==> config.mk <==
export PLATFORM = sky130hd
export DESIGN_NAME = exponent_bias_pipe
export DESIGN_NICKNAME = d
export VERILOG_FILES = /design/src/rtl/exponent_bias_pipe.sv
export SDC_FILE = /design/constraint.sdc
export NUM_CORES = 1
export LEC_CHECK = 0
export BUFFER_PORTS_ARGS = -buffer_cell sky130_fd_sc_hd__buf_2
export CORE_MARGIN = 2
export CORE_UTILIZATION = 43
export CTS_BUF_LIST = sky130_fd_sc_hd__clkbuf_16
export DETAILED_ROUTE_END_ITERATION = 10
export GPL_TIMING_DRIVEN = 0
export SLEW_MARGIN = 40
export SYNTH_ARGS = -nofsm -noshare
export SYNTH_HDL_FRONTEND = slang
export SYNTH_HIERARCHICAL = 1
export SYNTH_SLANG_ARGS = --single-unit
==> constraint.sdc <==
create_clock -name clk -period 2 [get_ports clk]
set_clock_uncertainty 0.05 [all_clocks]
set_input_delay 0.3 -clock clk [delete_from_list [all_inputs] [get_ports clk]]
set_output_delay 0.3 -clock clk [all_outputs]
set_load 0.01 [all_outputs]
==> src/rtl/exponent_bias_pipe.sv <==
// Two-stage exponent bias pipeline: per-channel remove/add/pass bias with range flags.
// Optional macro SUBNORMAL_EXP_ADJUST_EN: a zero field in remove mode yields 1-BIAS.

module exponent_bias_lane #(
  parameter int EXP_WIDTH = 8,
  parameter int BIAS      = 2**(EXP_WIDTH-1)-1
) (
  input  logic [1:0]           mode_i,
  input  logic [EXP_WIDTH+1:0] exp_i,
  output logic [EXP_WIDTH+1:0] res_o,
  output logic                 is_zero_o,
  output logic                 is_max_o,
  output logic                 ovf_o,
  output logic                 unf_o
);
  localparam int W  = EXP_WIDTH + 2;
  localparam int XW = W + 2;
  localparam logic [W-1:0]         BIAS_W  = W'(BIAS);
  localparam logic signed [XW-1:0] BIAS_X  = XW'(BIAS);
  localparam logic signed [XW-1:0] OVF_LIM = XW'(2**EXP_WIDTH - 1);
  localparam logic signed [XW-1:0] ZERO_X  = '0;

  logic [EXP_WIDTH-1:0]   field;
  logic [W-1:0]           rem;
  logic signed [XW-1:0]   sum;

  // sum is kept two bits wider so the flags see the true value before wrapping
  assign field = exp_i[EXP_WIDTH-1:0];
  assign rem   = {2'b00, field} - BIAS_W;
  assign sum   = $signed({{2{exp_i[W-1]}}, exp_i}) + BIAS_X;

  always_comb begin
    res_o     = exp_i;
    is_zero_o = 1'b0;
    is_max_o  = 1'b0;
    ovf_o     = 1'b0;
    unf_o     = 1'b0;
    case (mode_i)
      2'b01: begin
        res_o     = rem;
`ifdef SUBNORMAL_EXP_ADJUST_EN
        if (field == '0) res_o = W'(1 - BIAS);
`endif
        is_zero_o = (field == '0);
        is_max_o  = &field;
      end
      2'b10: begin
        res_o = sum[W-1:0];
        ovf_o = (sum >= OVF_LIM);
        unf_o = (sum <= ZERO_X);
      end
      default: begin
        is_zero_o = (field == '0);
        is_max_o  = &field;
      end
    endcase
  end
endmodule

module exponent_bias_pipe #(
  parameter int EXP_WIDTH = 8,
  parameter int BIAS      = 2**(EXP_WIDTH-1)-1,
  parameter int CHANNELS  = 2,
  parameter int TAG_WIDTH = 4
) (
  input  logic                                 clk,
  input  logic                                 reset_n,
  input  logic                                 in_valid,
  output logic                                 in_ready,
  input  logic [1:0]                           in_mode,
  input  logic [CHANNELS*(EXP_WIDTH+2)-1:0]    in_exp,
  input  logic [TAG_WIDTH-1:0]                 in_tag,
  output logic                                 out_valid,
  input  logic                                 out_ready,
  output logic [CHANNELS*(EXP_WIDTH+2)-1:0]    out_exp,
  output logic [CHANNELS-1:0]                  out_is_zero,
  output logic [CHANNELS-1:0]                  out_is_max,
  output logic [CHANNELS-1:0]                  out_ovf,
  output logic [CHANNELS-1:0]                  out_unf,
  output logic [TAG_WIDTH-1:0]                 out_tag
);
  localparam int W = EXP_WIDTH + 2;

  typedef struct packed {
    logic [CHANNELS-1:0][W-1:0] exp;
    logic [CHANNELS-1:0]        zero;
    logic [CHANNELS-1:0]        max;
    logic [CHANNELS-1:0]        ovf;
    logic [CHANNELS-1:0]        unf;
    logic [TAG_WIDTH-1:0]       tag;
  } stage_t;

  logic [CHANNELS-1:0][W-1:0] lane_exp;
  logic [CHANNELS-1:0]        lane_zero, lane_max, lane_ovf, lane_unf;

  for (genvar g = 0; g < CHANNELS; g++) begin : g_lane
    exponent_bias_lane #(.EXP_WIDTH(EXP_WIDTH), .BIAS(BIAS)) u_lane (
      .mode_i    (in_mode),
      .exp_i     (in_exp[g*W +: W]),
      .res_o     (lane_exp[g]),
      .is_zero_o (lane_zero[g]),
      .is_max_o  (lane_max[g]),
      .ovf_o     (lane_ovf[g]),
      .unf_o     (lane_unf[g])
    );
  end

  stage_t     s1_d, s1_q, s2_q;
  logic [2:1] vld_q;
  logic       s2_load, accept;

  always_comb begin
    s1_d      = '0;
    s1_d.exp  = lane_exp;
    s1_d.zero = lane_zero;
    s1_d.max  = lane_max;
    s1_d.ovf  = lane_ovf;
    s1_d.unf  = lane_unf;
    s1_d.tag  = in_tag;
  end

  // in_ready only depends on out_ready combinationally, never on in_valid
  assign s2_load  = !vld_q[2] || out_ready;
  assign in_ready = !vld_q[1] || s2_load;
  assign accept   = in_valid && in_ready;

  always_ff @(posedge clk or negedge reset_n) begin
    if (!reset_n) begin
      vld_q <= '0;
    end else begin
      if (in_ready) vld_q[1] <= in_valid;
      if (s2_load)  vld_q[2] <= vld_q[1];
    end
  end

  // Data registers only toggle on a real advance
  always_ff @(posedge clk or negedge reset_n) begin
    if (!reset_n) begin
      s1_q <= '0;
      s2_q <= '0;
    end else begin
      if (accept)              s1_q <= s1_d;
      if (s2_load && vld_q[1]) s2_q <= s1_q;
    end
  end

  assign out_valid   = vld_q[2];
  assign out_exp     = s2_q.exp;
  assign out_is_zero = s2_q.zero;
  assign out_is_max  = s2_q.max;
  assign out_ovf     = s2_q.ovf;
  assign out_unf     = s2_q.unf;
  assign out_tag     = s2_q.tag;
endmodule

# After elaboration in Yosys (flattened, before gate mapping)
# Index checks and enable logic that the tools add are counted.
# W data, S select, Z words.
[totals] regBits=66 latchBits=0 ramBits=0 romBits=0 inputBits=30 output_inout_bits=34 elab_cells=46 mem_count=0
[op_classes] add_sub_neg=4 multipliers=0 div=0 order_cmp=4 eq_ne=2 shifts=0 muxes=10 n_bitwise=0 reduce_logical=10
[ops] operator="$pmux W10 S2" n=2
[ops] operator="$ge A12 B9 Y1 const B" n=2
[ops] operator="$le A12 B1 Y1 const B" n=2
[ops] operator="$add A10 B8 Y11 const B" n=2
[ops] operator="$sub A8 B7 Y9 const B" n=2
[ops] operator="$logic_not A8 Y1" n=2
[ops] operator="$reduce_and A8 Y1" n=2
[ops] operator="$mux W1" n=8
[ops] operator="$eq A2 B1 Y1 const B" n=1
[ops] operator="$eq A2 B2 Y1 const B" n=1
[ops] operator="$logic_and A1 B1 Y1" n=2
[ops] operator="$logic_not A1 Y1" n=2
[ops] operator="$logic_or A1 B1 Y1" n=2

# Longest topological paths before layout
[depth] depth_word=4 ltp_mapped=11 ltp_nobuf=8

# Modules after synthesis
# The synthesis kept the hierarchy.
[modules_own_cells] module="exponent_bias_pipe" n_inst=1 cells_each=142 area_per_inst_um2=2748.9 seq_area_each_um2=1651.6
[modules_own_cells] module="exponent_bias_lane (g_lane[1].u_lane)" n_inst=1 cells_each=148 area_per_inst_um2=909.6 seq_area_each_um2=0.0
[modules_own_cells] module="exponent_bias_lane (g_lane[0].u_lane)" n_inst=1 cells_each=126 area_per_inst_um2=853.3 seq_area_each_um2=0.0

# Worst setup path before layout
# Ideal clock, no wire load.
[synth_path] kind="input-to-reg" from="input port in_exp[0]" to="register s1_q[18] (netlist bit)" setup_time_ns=0.125 arrival_time_ns=2.295 required_ns=1.825 slack_ns=-0.471 path_stages=11 path_buffers=3 cell_sequence="buf_2 -> inv_1 -> ha_1 -> buf_6 -> or3b_1 -> buf_6 -> nor3_1 -> mux2_2 -> a222oi_1 -> inv_1 -> mux2_4"
[synth_rtl] element="start: declaration" line_no="71" text="input logic [CHANNELS*(EXP_WIDTH+2)-1:0] in_exp,"
[synth_rtl] element="end signal: assignment" line_no="139" text="s1_q <= '0;"
[synth_rtl] element="end signal: assignment" line_no="142" text="if (accept) s1_q <= s1_d;"
[synth_rtl] element="end: declaration" line_no="108" text="stage_t s1_d, s1_q, s2_q;"

==> results_dict.tcl <==
set metrics [dict create \
    synth_area_um2 4510 \
    dominantRegCellSynth "dfrtp_1" \
    drv_slew 0 \
    core_um2 10300 \
    timing.final.ws_setup_ns -0.0828 \
    synth_seq_cells 66 \
    drv_cap 0 \
    end_kind "flop" \
    path_cells "buf_12, clkinv_8, ha_4, or3b_4, nor3_4, mux2_4, a222oi_1, inv_1, mux2_4" \
    ios 64 \
    die_w_um 106 \
    grt_setup_unrepaired "yes" \
    post_dp_cell_area_um2 5080 \
    combPwrFrac_pct 26.6 \
    drc 0 \
    setup-violations-final 1 \
    syn_inst 416 \
    yosysSeqAreaShare_pct 36.6 \
    grt_pass1_wl_um 18000 \
    ir_worst_vdd_mv 0.459 \
    synth.largest_area_cell "dfrtp_1" \
    antenna_left 0 \
    cts_tree "yes" \
    cpLargestDelayFamily "multiplexers" \
    numPortBuffers 63 \
    r2r-start "vld_q[2]" \
    grt_max_degree 41 \
    relSlewSlack_pct 60.3 \
    synth_edf_count 0 \
    crit_path_start "in_exp[1]" \
    power_frac_seq_pct 36.6 \
    first_pass_iters 5 \
    slowest_delay_ns 0.40 \
    violations "negative setup slack" \
    swShare_pct 27.1 \
    vias 3508 \
    drt_wl_total_um 10900 \
    track_usage_pct 20.1 \
    p_switching_mw 1.31 \
    tns_ns -0.0828 \
    h-tree-depth 3 \
    r2r_end "out_exp[9]" \
    design_area_um2 5560 \
    cp.arrival_ns 2.24 \
    fillCellCount 944 \
    outcome "finished with violations" \
    ys_types 64 \
    clockBufferDepth 2 \
    syn_avg_cell_area_um2 10.8 \
    yosys.area.top_type_share_pct 36.6 \
    multi_input_area_um2 2600 \
    cp.required_ns 2.16 \
    design.die.area_um2 11300 \
    n_antenna_cell 0 \
    gp_congestion 0.879 \
    yosysMostFrequentCell "dfrtp_1" \
    die_h_um 106 \
    hold_path.class "input pin to flop" \
    crit_buf_inv 3 \
    p_clk_share_pct 36.8 \
    numCtsBuffers 9 \
    path_common_cell "mux2_4" \
    grt_pass1_vias 3365 \
    crit_fanout 2 \
    syn_to_final_growth_pct 23.1 \
    crit_end "s1_q[18]" \
    initialDrtViolationCount 189 \
    slowest_stage "or3b_4" \
    routed_via_density 5.51 \
    synth_common_cells "dfrtp_1 (66), mux2_4 (60), nand2_1 (26)" \
    path_depth 9 \
    finalHoldViolCount 0 \
    rrSetupSlack_ns 0.63 \
    startpoint_type "input pin" \
    cts.clk_slew.worst_paths_ns 0.06 \
    start_util_pct 43.9 \
    p_leak_nw 2.63 \
    syn_nets 458 \
    cts_root_buf "clkbuf_16" \
    power_density_nw_per_um2 869 \
    fmax_mhz 480 \
    ys_async_sr_fraction_pct 100 \
    ys_top_cells_by_area "dfrtp_1 (37%), mux2_4 (20%), ha_1 (3.3%)" \
    fin_crit_sh_pct 104 \
    p_int_mw 3.52 \
    worst_slew_pin_slew_ns 0.590 \
    wl_per_cell_um 17.1 \
    antenna_found_initial 0 \
    hpwl_um 7800 \
    row_count 37 \
    period_minus_slack_ns 2.08 \
    drive_gt1_share_pct 41.7 \
    seqCellArea_um2 1650 \
    clk-insertion-delay-late_ns 0.33 \
    nets 538 \
    worst-r2r-cell-count 4 \
    cts_sinks 66 \
    ys.warnings.count 6 \
    crit_type "input pin to flop" \
    globalRouteOverflowTotal 0 \
]
## cell type report
type / count / share of cell area (%)
Clock inverter: 7 / 2.12
Tap cell: 136 / 3.06
Sequential cell: 66 / 29.7
Timing Repair Buffer: 73 / 7.93
Inverter: 22 / 1.89
Multi-Input combinational cell: 295 / 46.8
Clock buffer: 9 / 4.05
Buffer: 29 / 4.39
## state kept, by name, indices dropped and copies added, names as in the netlist
signal       cells
out_ovf          2
out_unf          2
out_exp         20
out_tag          4
vld_q            2
out_is_max       2
s1_q            32
out_is_zero      2
## cell families (layout without fill, tap and decap cells)
logic type	count (synthesis)	in the layout	synth area share (%)
AO/OA/AOI/OAI	83	83	13.2
XOR/XNOR	2	2	0.388
adder cells (fa/ha/maj)	12	12	3.33
buffers and inverters	55	140	7.10
flip-flops	66	66	36.6
multiplexers	78	78	24.2
AND/OR/NAND/NOR	120	120	15.1
## worst min-delay path by stage
stage	from	to	slack, ns	depth (start not counted)
final	in_tag[3]	s1_q[3]	0.16	2
after detailed placement	reset_n	out_exp[7]	0.19	1
after global routing	in_tag[1]	s1_q[1]	0.15	2
after global placement	s1_q[3]	out_tag[3]	0.43	1
after CTS	in_tag[1]	s1_q[1]	0.15	2
after floorplan	reset_n	out_exp[0]	-0.05	0
## power by group through the flow
| stage | combinational, mW | clock [mW] | sequential [mW] |
|---|---|---|---|
| 6_report | 1.29 | 1.77 | 1.77 |
| 5_1_grt | 1.39 | 1.88 | 1.80 |
| 4_1_cts | 1.29 | 1.81 | 1.77 |
| 3_5_place_dp | 1.25 | 0 | 1.78 |
| 3_3_place_gp | 1.22 | 0 | 1.77 |
| 2_1_floorplan | 0.785 | 0 | 1.83 |
## routing by layer
metal | wire length, um | GRT usage, % | up-vias
met1 | 5390 | 29.6 | 1700
li1 | - | - | 1692
met3 | 509 | 3.62 | 9
met4 | 124 | 6.12 | 0
met2 | 4860 | 30.0 | 107
met5 | 0 | 0 | -
## through the flow
| step | hold WS, ns | std cells | worst slack, ns | power, mW | utilization, % |
|---|---|---|---|---|---|
| after floorplan | -0.0456 | 416 | -0.327 | 2.61 | - |
| after global placement | 0.432 | 615 | -0.799 | 3.00 | 49.2 |
| after detailed placement | 0.192 | 616 | -0.802 | 3.03 | 49.4 |
| after CTS | 0.150 | 636 | -0.102 | 4.87 | 53.7 |
| after global routing | 0.149 | 637 | -0.106 | 5.07 | 54.1 |
| final | 0.157 | 637 | -0.0828 | 4.83 | 54.1 |
## layout by cell type, fill, tap and decap left out, types with 3 or more instances in the layout
master      synthesis  layout
a21o_1              4       4
a21oi_1            12      12
a222oi_1            4       4
and3_1              3       3
buf_12              3       6
buf_2               7      66
buf_4               1      11
buf_6               7       5
buf_8               0       3
bufinv_16           0       3
clkbuf_1           15       8
clkbuf_16           0       9
clkinvlp_4          0       3
dfrtp_1            66      66
ha_1               12       9
inv_1              22      18
mux2_2             10       8
mux2_4             60      62
mux2i_1             8       8
nand2_1            26      26
nand3_1            14      14
nor2_1             19      19
nor3_1             16      15
nor4_1              9       8
o211ai_1            6       6
o21a_1              7       7
o21ai_0            13      12
o21ai_1             7       7
o221ai_1            6       6
o22ai_1             3       3
or3_1               6       6
or4_1               4       4
## timing repair
action / 4_1_cts / 5_1_grt
hold endpoints to repair: 26 / 0
gates resized for setup: 21 / 17
hold buffers: 1 / 0
pin swaps: 6 / 6
buffers inserted: 6 / 2
endpoints found under the setup margin: 8 / 8
Power figures use the tool's default switching activity.
